`config.mk`:
```
export PLATFORM = sky130hd
export DESIGN_NAME = nonzero_index_scanner
export DESIGN_NICKNAME = d
export VERILOG_FILES = /design/src/rtl/nonzero_index_scanner.sv
export SDC_FILE = /design/constraint.sdc
export NUM_CORES = 1
export LEC_CHECK = 0
export CORE_MARGIN = 2
export CORE_UTILIZATION = 48
export CTS_BUF_LIST = sky130_fd_sc_hd__clkbuf_8
export CTS_CLUSTER_SIZE = 24
export DETAILED_ROUTE_END_ITERATION = 8
export PLACE_DENSITY = 0.86
export SKIP_LAST_GASP = 1
export SYNTH_ARGS = -nofsm -noshare
export SYNTH_HDL_FRONTEND = slang
export SYNTH_SLANG_ARGS = --single-unit
```
`constraint.sdc`:
```
create_clock -name clk_i -period 4.48 [get_ports clk_i]
set_input_delay 0.896 -clock clk_i [delete_from_list [all_inputs] [get_ports clk_i]]
set_output_delay 0.896 -clock clk_i [all_outputs]
set_load 0.1 [all_outputs]
```
`src/rtl/nonzero_index_scanner.sv`:
```
// Walks a nonzero mask lowest bit first, using an external priority encoder,
// and streams zero-based indices with valid/ready plus an end-of-mask summary.
module nonzero_index_scanner #(
  parameter  int unsigned SIZE  = 4,
  localparam int unsigned CNT_W = $clog2(SIZE + 1)
) (
  input  logic             clk_i,
  input  logic             rst_ni,
  input  logic             mask_valid_i,
  output logic             mask_ready_o,
  input  logic [SIZE-1:0]  mask_i,
  output logic [SIZE-1:0]  enc_mask_o,
  input  logic [SIZE-1:0]  enc_pos_i,
  output logic             idx_valid_o,
  input  logic             idx_ready_i,
  output logic [SIZE-1:0]  idx_o,
  output logic             idx_last_o,
  output logic             done_o,
  output logic [CNT_W-1:0] nz_count_o,
  output logic             err_o
);

  typedef enum logic [1:0] {
    IDLE = 2'd0,
    SCAN = 2'd1,
    DONE = 2'd2
  } state_e;

  state_e           state_q, state_d;
  logic [SIZE-1:0]  rem_q, rem_d;
  logic [CNT_W-1:0] cnt_q, cnt_d;
  logic             err_q, err_d;
  logic             enc_none;

  assign enc_none   = (enc_pos_i == '0);
  assign enc_mask_o = rem_q;
  assign nz_count_o = cnt_q;
  assign err_o      = err_q;

  always_ff @(posedge clk_i) begin
    if (!rst_ni) begin
      state_q <= IDLE;
      rem_q   <= '0;
      cnt_q   <= '0;
      err_q   <= 1'b0;
    end else begin
      state_q <= state_d;
      rem_q   <= rem_d;
      cnt_q   <= cnt_d;
      err_q   <= err_d;
    end
  end

  // An encoder reporting "none" while bits remain is a fault: abort the mask.
  always_comb begin
    state_d = state_q;
    rem_d   = rem_q;
    cnt_d   = cnt_q;
    err_d   = err_q;
    case (state_q)
      IDLE: begin
        if (mask_valid_i) begin
          rem_d   = mask_i;
          cnt_d   = '0;
          state_d = (mask_i != '0) ? SCAN : DONE;
        end
      end
      SCAN: begin
        if (enc_none) begin
          err_d   = 1'b1;
          state_d = DONE;
        end else if (idx_ready_i) begin
          rem_d = rem_q & ~(SIZE'(1) << idx_o);
          cnt_d = cnt_q + CNT_W'(1);
          if (idx_last_o) begin
            state_d = DONE;
          end
        end
      end
      DONE: begin
        rem_d   = '0;
        state_d = IDLE;
      end
      default: begin
        state_d = IDLE;
      end
    endcase
  end

  always_comb begin
    mask_ready_o = 1'b0;
    idx_valid_o  = 1'b0;
    done_o       = 1'b0;
    idx_o        = enc_pos_i - SIZE'(1);
    idx_last_o   = ((rem_q & (rem_q - SIZE'(1))) == '0);
    case (state_q)
      IDLE:    mask_ready_o = 1'b1;
      SCAN:    idx_valid_o  = !enc_none;
      DONE:    done_o       = 1'b1;
      default: mask_ready_o = 1'b0;
    endcase
  end

endmodule

```
Yosys cells after proc, flatten, opt, wreduce, memory -nomap -nowiden
Index checks and enable logic that the tools add are counted.
Widths: inputs -> output; s select.
{"block": "totals", "ff_bits": 10, "input_bits": 12, "output_inout_bits": 16, "wordCells": 46}
{"block": "classes", "add_sub_neg": 3, "n_eq_ne": 7, "shift": 1, "mux": 17, "n_bitwise": 3, "reduce_logical": 11}
{"operator": "$mux 4", "n": 3}
{"operator": "$pmux 4 s3", "n": 1}
{"operator": "$mux 2", "n": 5}
{"operator": "$mux 3", "n": 3}
{"operator": "$and 4x4->4", "n": 2}
{"operator": "$logic_not 4->1", "n": 2}
{"operator": "$reduce_and 4->1", "n": 2}
{"operator": "$sub 4x1->4 const B", "n": 2}
{"operator": "$ne 2x2->1 const B", "n": 3}
{"operator": "$ne 3x3->1 const B", "n": 2}
{"operator": "$pmux 3 s2", "n": 1}
{"operator": "$not 4->4", "n": 1}
{"operator": "$pmux 2 s2", "n": 1}
{"operator": "$reduce_bool 4->1", "n": 1}
{"operator": "$shl 1x4->4 const A", "n": 1}
{"operator": "$add 3x1->3 const B", "n": 1}
{"operator": "$mux 1", "n": 3}
{"operator": "$reduce_and 3->1", "n": 1}
{"operator": "$reduce_bool 3->1", "n": 1}
{"operator": "$eq 2x1->1 const B", "n": 1}
{"operator": "$eq 2x2->1 const B", "n": 1}
{"operator": "$logic_not 2->1", "n": 1}
{"operator": "$reduce_and 2->1", "n": 1}
{"operator": "$reduce_bool 2->1", "n": 1}
{"operator": "$logic_not 1->1", "n": 1}

Depth between registers and ports, before layout
Gate-level depths: netlist of run 1.
{"block": "logic_depth", "word_depth": 7, "ltp_mapped": 7, "mapped_depth_nobuf": 6}

Least setup slack after synthesis of run 1
No wires, ideal clock.
{"block": "synth_path", "path_type": "input -> output", "from": "in enc_pos_i[0]", "to": "out idx_o[2]", "arrival_ns": 3.372, "t_required_ns": 3.584, "slack_ns": 0.212, "stages": 3, "path_buffers": 0, "cell_sequence": "inv_1 ha_1 xor2_1"}
{"block": "synth_via", "elab_chain_len": 1}
{"item": "from (decl)", "line": "13", "text": "input logic [SIZE-1:0] enc_pos_i,"}
{"item": "$sub 4x1->4", "line": "94", "text": "idx_o = enc_pos_i - SIZE'(1);"}
{"item": "to (decl)", "line": "16", "text": "output logic [SIZE-1:0] idx_o,"}
Every way passes these cells.

Worst setup path in the final report of run 1
{"block": "layout_path", "from": "in enc_pos_i[0]", "to": "out idx_valid_o"}
{"block": "layout_via", "elab_chain_len": 3}
{"item": "$logic_not 4->1", "line": "35", "text": "assign enc_none = (enc_pos_i == '0);"}
{"item": "$logic_not 1->1", "line": "98", "text": "SCAN: idx_valid_o = !enc_none;"}
{"item": "$mux 1", "line": "96", "text": "case (state_q)"}
{"item": "to (decl)", "line": "14", "text": "output logic idx_valid_o,"}
Every way passes these cells.

==> results of run 1 <==
[power breakdown]
part,internal (mW),switching [mW]
Combinational,0.0733,0.181
Clock,0.0586,0.0324
Sequential,0.0993,0.0114
[critical path: stages]
cell,delay (ns)
clkdlybuf4s50_1,0.46
inv_1,0.14
ha_1,0.26
or3b_1,0.40
and2_1,0.21
buf_4,0.24
[cells by family (layout without fill, tap and decap cells)]
family | after synthesis | in the layout
compound gates | 21 | 21
fa+ha+maj | 6 | 6
flops | 10 | 10
mux | 1 | 1
xor+xnor | 3 | 3
simple gates | 34 | 34
buf+inv | 10 | 38
[layout by cell type, fill, tap and decap left out, drive strengths merged, types with 4 or more instances in the layout]
cell and n:
nor3 4, dfxtp 10, nand3 4, clkdlybuf4s50 22, inv 8, o211ai 4, ha 6, nand2 4
buf 5
[path summary, 6_finish.rpt]
check	endpoint	slack [ns]
worst max register to register	enc_mask_o[0]$_SDFFE_PN0P_	2.46
worst max-delay path	idx_valid_o	0.98
worst min register to register	err_o$_SDFFE_PN0P_	0.48
worst min-delay path	err_o$_SDFFE_PN0P_	0.48
[final cells by class]
cell class              instances  area [µm²]
flip-flops and latches         10       200.2
well taps                      16       20.02
fillers                       127       417.9
repair buffers                 27       257.7
clock buffers                   3       41.29
multi-input cells              65       504.2
inverters                       8       30.03
[metal layers]
layer	routed length, µm	share of wire (%)
met1	913	47
met2	883	45
met3	104	5.3
met4	42	2.2
met5	0	0
[through the flow]
| stage | total power, mW | hold WS [ns] | std cells | util [%] |
|---|---|---|---|---|
| floorplan | 0.3065 | 0.5010 | 85 | - |
| global placement | 0.3614 | 0.4559 | 126 | 68.79 |
| detailed placement | 0.3648 | 0.4660 | 126 | 68.79 |
| CTS | 0.4578 | 0.4826 | 129 | 71.60 |
| global route | 0.4764 | 0.5223 | 129 | 71.60 |
| finish | 0.4560 | 0.4846 | 129 | 71.60 |
[registers in the layout (all words and copies together), names as in the netlist]
signal / cells
enc_mask_o: 4
nz_count_o: 3
state_q: 2
err_o: 1
==> impl_metrics.ini, run 1 <==
[routing]
via_per_inst = 6.023
wl_um = 1944
drtAntennaViolNets = 0
vias = 777
wire_per_inst_um = 15.07
drc_errors = 0
drt_iter0_drc = 16
firstDrtPassIters = 4

[yosys]
ys_types = 37
yosys-top-cells-count = dfxtp_1 (10), inv_1 (8), ha_1 (6)
synthXorXnorAreaFrac_pct = 3.535
synth_top_area_share_pct = 26.94
synth_adder_area_share_pct = 10.10
synthMuxAreaShare_pct = 2.020
synth-simple-area-share_pct = 31.48
synth.avg_cell_area_um2 = 8.744
synth-seq-cells = 10
synth-edff-count = 0
ys_top_cells_by_area = dfxtp_1 (27%), ha_1 (10%), inv_1 (4.0%), o211ai_1 (4.0%), nor4bb_4 (3.4%)
synth-compound-area-share_pct = 20.71
synth_warnings = 0
synth_top_flop_cell = dfxtp_1
synth_top_family_by_area = simple AND/OR/NAND/NOR gates
yosysMostFrequentCell = dfxtp_1
syn-num-nets = 103
synth_top_area_cell = dfxtp_1
syn_inst = 85
synthesis.area_um2 = 743.2
synth_seq_area_share_pct = 26.94
async_reset_ff_share_pct = 0

[final_layout]
finalNetCount = 133
num_antenna_cells = 0
post-route-cell-area_um2 = 1054
final_layout_size_suffix_gt1_share_pct = 10.62
area_growth_pct = 41.75

[run]
cap_violations = 0

[global_route]
antenna_found_initial = 0
gr-usage-met1_pct = 30.73
grt_pass1_vias = 758
grt.met3_usage_pct = 3.750
use_met2_pct = 37.01
grt_pass1_wl_um = 3339
grt_overflow = 0
grt_busiest_layer = met2
grt_max_degree = 13
grt_usage_pct = 23.55

[sta]
fin_crit_ns = 3.505
slew_violations = 0
worst_slack_ns = 0.9752
finalHoldViolCount = 0
setup_viol = 0
fin_skew_ns = 0.0005538
worstMarginPinSlew_ns = 0.9894
max_slew_margin_pct = 33.83
fin_crit_sh_pct = 78.23
fmax_ghz = 0.2853
rsz0062_at_grt = no
final.setup.tns_ns = 0

[clock_tree]
cts_resized = 0
cts_buffers = 3
cts_num_sinks = 10
root_buffer = clkbuf_8
clk_pin_slew_ns = 0.04
h-tree-depth = 1
post_cts_buffers = 0
clk_path_buf_depth = 2
tritoncts = built
insertion_delay_ns = 0.23
holdBufCountCts = 0

[worst_setup_path]
arrival_ns = 2.61
critPathLaunch = enc_pos_i[0]
worst_setup_path_end_kind = primary output
start_kind = input port
cp_max_fo = 5
rr_startpoint = state_q[1]$_SDFFE_PN0P_
ff2ff_path_depth = 6
crit_required_ns = 3.58
critical_path_class = input port to primary output

[floorplanning]
rows = 14
die_y_um = 43.35
io_pins = 28
initial_core_util_pct = 50.51
dieArea_um2 = 1879
fp.dieW_um = 43.35
core_um2 = 1471

[placed_design]
pre_cts_slack_ns = 1.003
port_buffers = 27
placed_area_um2 = 1012
dpl.hpwl_um = 1472
place.gp.congestion = 0.8227

[status]
outcome = finished clean

[pwr]
irDropWorstVdd_mv = 0.2820
p_leak_nw = 0.4230
power_density_nw_per_um2 = 432.8

[min_path]
holdPathStages = 2
hp-class = flop to flop
hp-start = err_o$_SDFFE_PN0P_
Power figures use the tool's default switching activity.
==> inputs of run 2 (changes only) <==
--- a/config.mk
+++ b/config.mk
@@ -6,11 +6,11 @@
 export NUM_CORES = 1
 export LEC_CHECK = 0
 export CORE_MARGIN = 2
-export CORE_UTILIZATION = 48
+export CORE_UTILIZATION = 40
 export CTS_BUF_LIST = sky130_fd_sc_hd__clkbuf_8
 export CTS_CLUSTER_SIZE = 24
 export DETAILED_ROUTE_END_ITERATION = 8
-export PLACE_DENSITY = 0.86
+export PLACE_DENSITY = 0.77
 export SKIP_LAST_GASP = 1
 export SYNTH_ARGS = -nofsm -noshare
 export SYNTH_HDL_FRONTEND = slang
==> constraint.sdc (replaced) <==
create_clock -name clk_i -period 3 [get_ports clk_i]
set_input_delay 0.6 -clock clk_i [delete_from_list [all_inputs] [get_ports clk_i]]
set_output_delay 0.6 -clock clk_i [all_outputs]
set_load 0.1 [all_outputs]
==> run 2 against run 1 <==
  * Critical path depth did not move
  * Critical endpoint unchanged
  * Via count fell by 0.90%
  * Sequential share of layout area fell by 1.7 points
  * First-iteration DRC count fell by 44%
  * Clock power rose by 91%
  * Global-route usage fell by 2.6 points
  * Setup slack got worse by 0.87 ns
  * Non-clock buffer count rose by 4
  * Flip-flop and latch count did not move
  * Hold slack got worse by 0.015 ns
  * Sequential power rose by 50%
  * Power rose by 63%
==> impl_metrics.ini, run 2 (synthesized netlist as in run 1, its figures left out) <==
[status]
outcome = finished clean

[min_path]
hp-class = flop to flop
hp-start = err_o$_SDFFE_PN0P_
holdPathStages = 2
hold_end = err_o$_SDFFE_PN0P_

[placed_design]
place.gp.congestion = 0.7915
port_buffers = 27
pre_cts_slack_ns = 0.1186
dp_cells = 139
dpl.hpwl_um = 1544

[sta]
rsz0062_at_grt = no
fin_skew_ns = 0.005329
worst_slack_ns = 0.1055
fmax_ghz = 0.3455
fin_crit_sh_pct = 96.48
max_slew_margin_pct = 60.92
setup_viol = 0
final.setup.tns_ns = 0
slew_violations = 0
finalHoldViolCount = 0
fin_crit_ns = 2.894
worstMarginPinSlew_ns = 0.5786

[pwr]
p_leak_nw = 0.4847
power_density_nw_per_um2 = 643.5
irDropWorstVdd_mv = 0.4480

[routing]
drtAntennaViolNets = 0
top_layer = met4
wl_met1_um = 992
wl_met2_um = 926
drt_iter0_drc = 9
firstDrtPassIters = 4
wl_met3_um = 106
vias = 770
via_per_inst = 5.385
drc_errors = 0
wire_per_inst_um = 14.46
wl_um = 2068

[clock_tree]
cts_num_sinks = 10
tritoncts = built
post_cts_buffers = 0
holdBufCountCts = 0
cts_resized = 0
clk_path_buf_depth = 2
root_buffer = clkbuf_8
clk_pin_slew_ns = 0.05
insertion_delay_ns = 0.24
h-tree-depth = 1
cts_buffers = 3

[final_layout]
area_growth_pct = 55.56
stdcell_count = 143
final_layout_size_suffix_gt1_share_pct = 26.27
layout_common_cells = buf_4 (15), clkdlybuf4s50_1 (11), dfxtp_1 (10)
num-fill-cells = 156
largest_reg_flops = 4
num_antenna_cells = 0
final_common_cell = buf_4
finalNetCount = 137

[global_route]
grt_pass1_wl_um = 3194
grt_usage_pct = 20.91
grt_max_degree = 13
grt_pass1_vias = 710
antenna_found_initial = 0
grt_overflow = 0

[worst_setup_path]
rr_startpoint = state_q[0]$_SDFFE_PN0P_
worstReg2RegEnd = enc_mask_o[0]$_SDFFE_PN0P_
crit_path_cell_trace = clkdlybuf4s50_1 -> clkinvlp_4 -> ha_1 -> or3b_1 -> and2_2 -> buf_12
worst_setup_path_end_kind = primary output
max_stage_delay_ns = 0.49
crit_required_ns = 2.40
critical_path_class = input port to primary output
critPathBufInv = 3
ff2ff_setup_slack_ns = 1.08
cp_max_fo = 5
cp_slowest_cell = clkdlybuf4s50_1
path_delay_family = buffers and inverters
start_kind = input port
ff2ff_path_depth = 5
arrival_ns = 2.29

[floorplanning]
fp.dieW_um = 47.11
initial_core_util_pct = 42.58
dieArea_um2 = 2219
die_y_um = 47.11
core_um2 = 1745
rows = 15
io_pins = 28

[run]
cap_violations = 0
## run 2: cell count changes in the layout (fill, tap and decap cells not counted)
cell	change
buf_4	+10
and2_2	+1
xor2_1	-1
buf_12	+5
clkbuf_8	+1
xor2_2	+1
and2_1	-1
inv_1	-1
clkinvlp_4	+1
clkdlybuf4s50_1	-11
## run 2: power by group
group	internal (mW)	total, mW	switching [mW]
registers	0.148	0.166	0.0184
logic	0.127	0.404	0.276
clock network	0.116	0.174	0.0581
total	0.391	0.744	0.353
## run 2: worst max path at each step
stage                       startpoint  slack [ns]     endpoint  cells past startpoint
after detailed placement  enc_pos_i[0]        0.12  idx_valid_o                      6
after global placement    enc_pos_i[0]        0.15  idx_valid_o                      6
after CTS                 enc_pos_i[0]        0.10  idx_valid_o                      6
after floorplan           enc_pos_i[0]       0.003     idx_o[2]                      3
after global routing      enc_pos_i[0]        0.03  idx_valid_o                      6
final                     enc_pos_i[0]        0.11  idx_valid_o                      6
## run 2: per-stage QoR
stage                     hold WS [ns]  cell area [µm²]  util (%)  power (mW)
after floorplan                 0.5010            755.7         -      0.4591
after global placement          0.4559             1101     63.08      0.5636
after detailed placement        0.4663             1101     63.08      0.5686
after CTS                       0.4779             1156     66.24      0.7428
after global routing            0.5150             1156     66.24      0.7707
final                           0.4698             1156     66.24      0.7440
## run 2: per-layer routing
metal,vias to the layer above,GRT usage (%)
li1,386,-
met1,353,26.85
met2,25,31.51
met3,6,5.385
met4,0,12.22
met5,-,0
## run 2: cell type report
class | count | area [µm²] | area share, %
Multi-Input combinational cell | 65 | 513.0 | 44.37
Timing Repair Buffer | 31 | 322.8 | 27.92
Inverter | 8 | 33.78 | 2.922
Sequential cell | 10 | 200.2 | 17.32
Clock buffer | 4 | 55.05 | 4.762
Tap cell | 25 | 31.28 | 2.706
## run 2: worst min-delay path, stage by stage (launching register included)
cell and delay, ns:
dfxtp_1 0.32, nor2_1 0.05, nor2_1 0.07
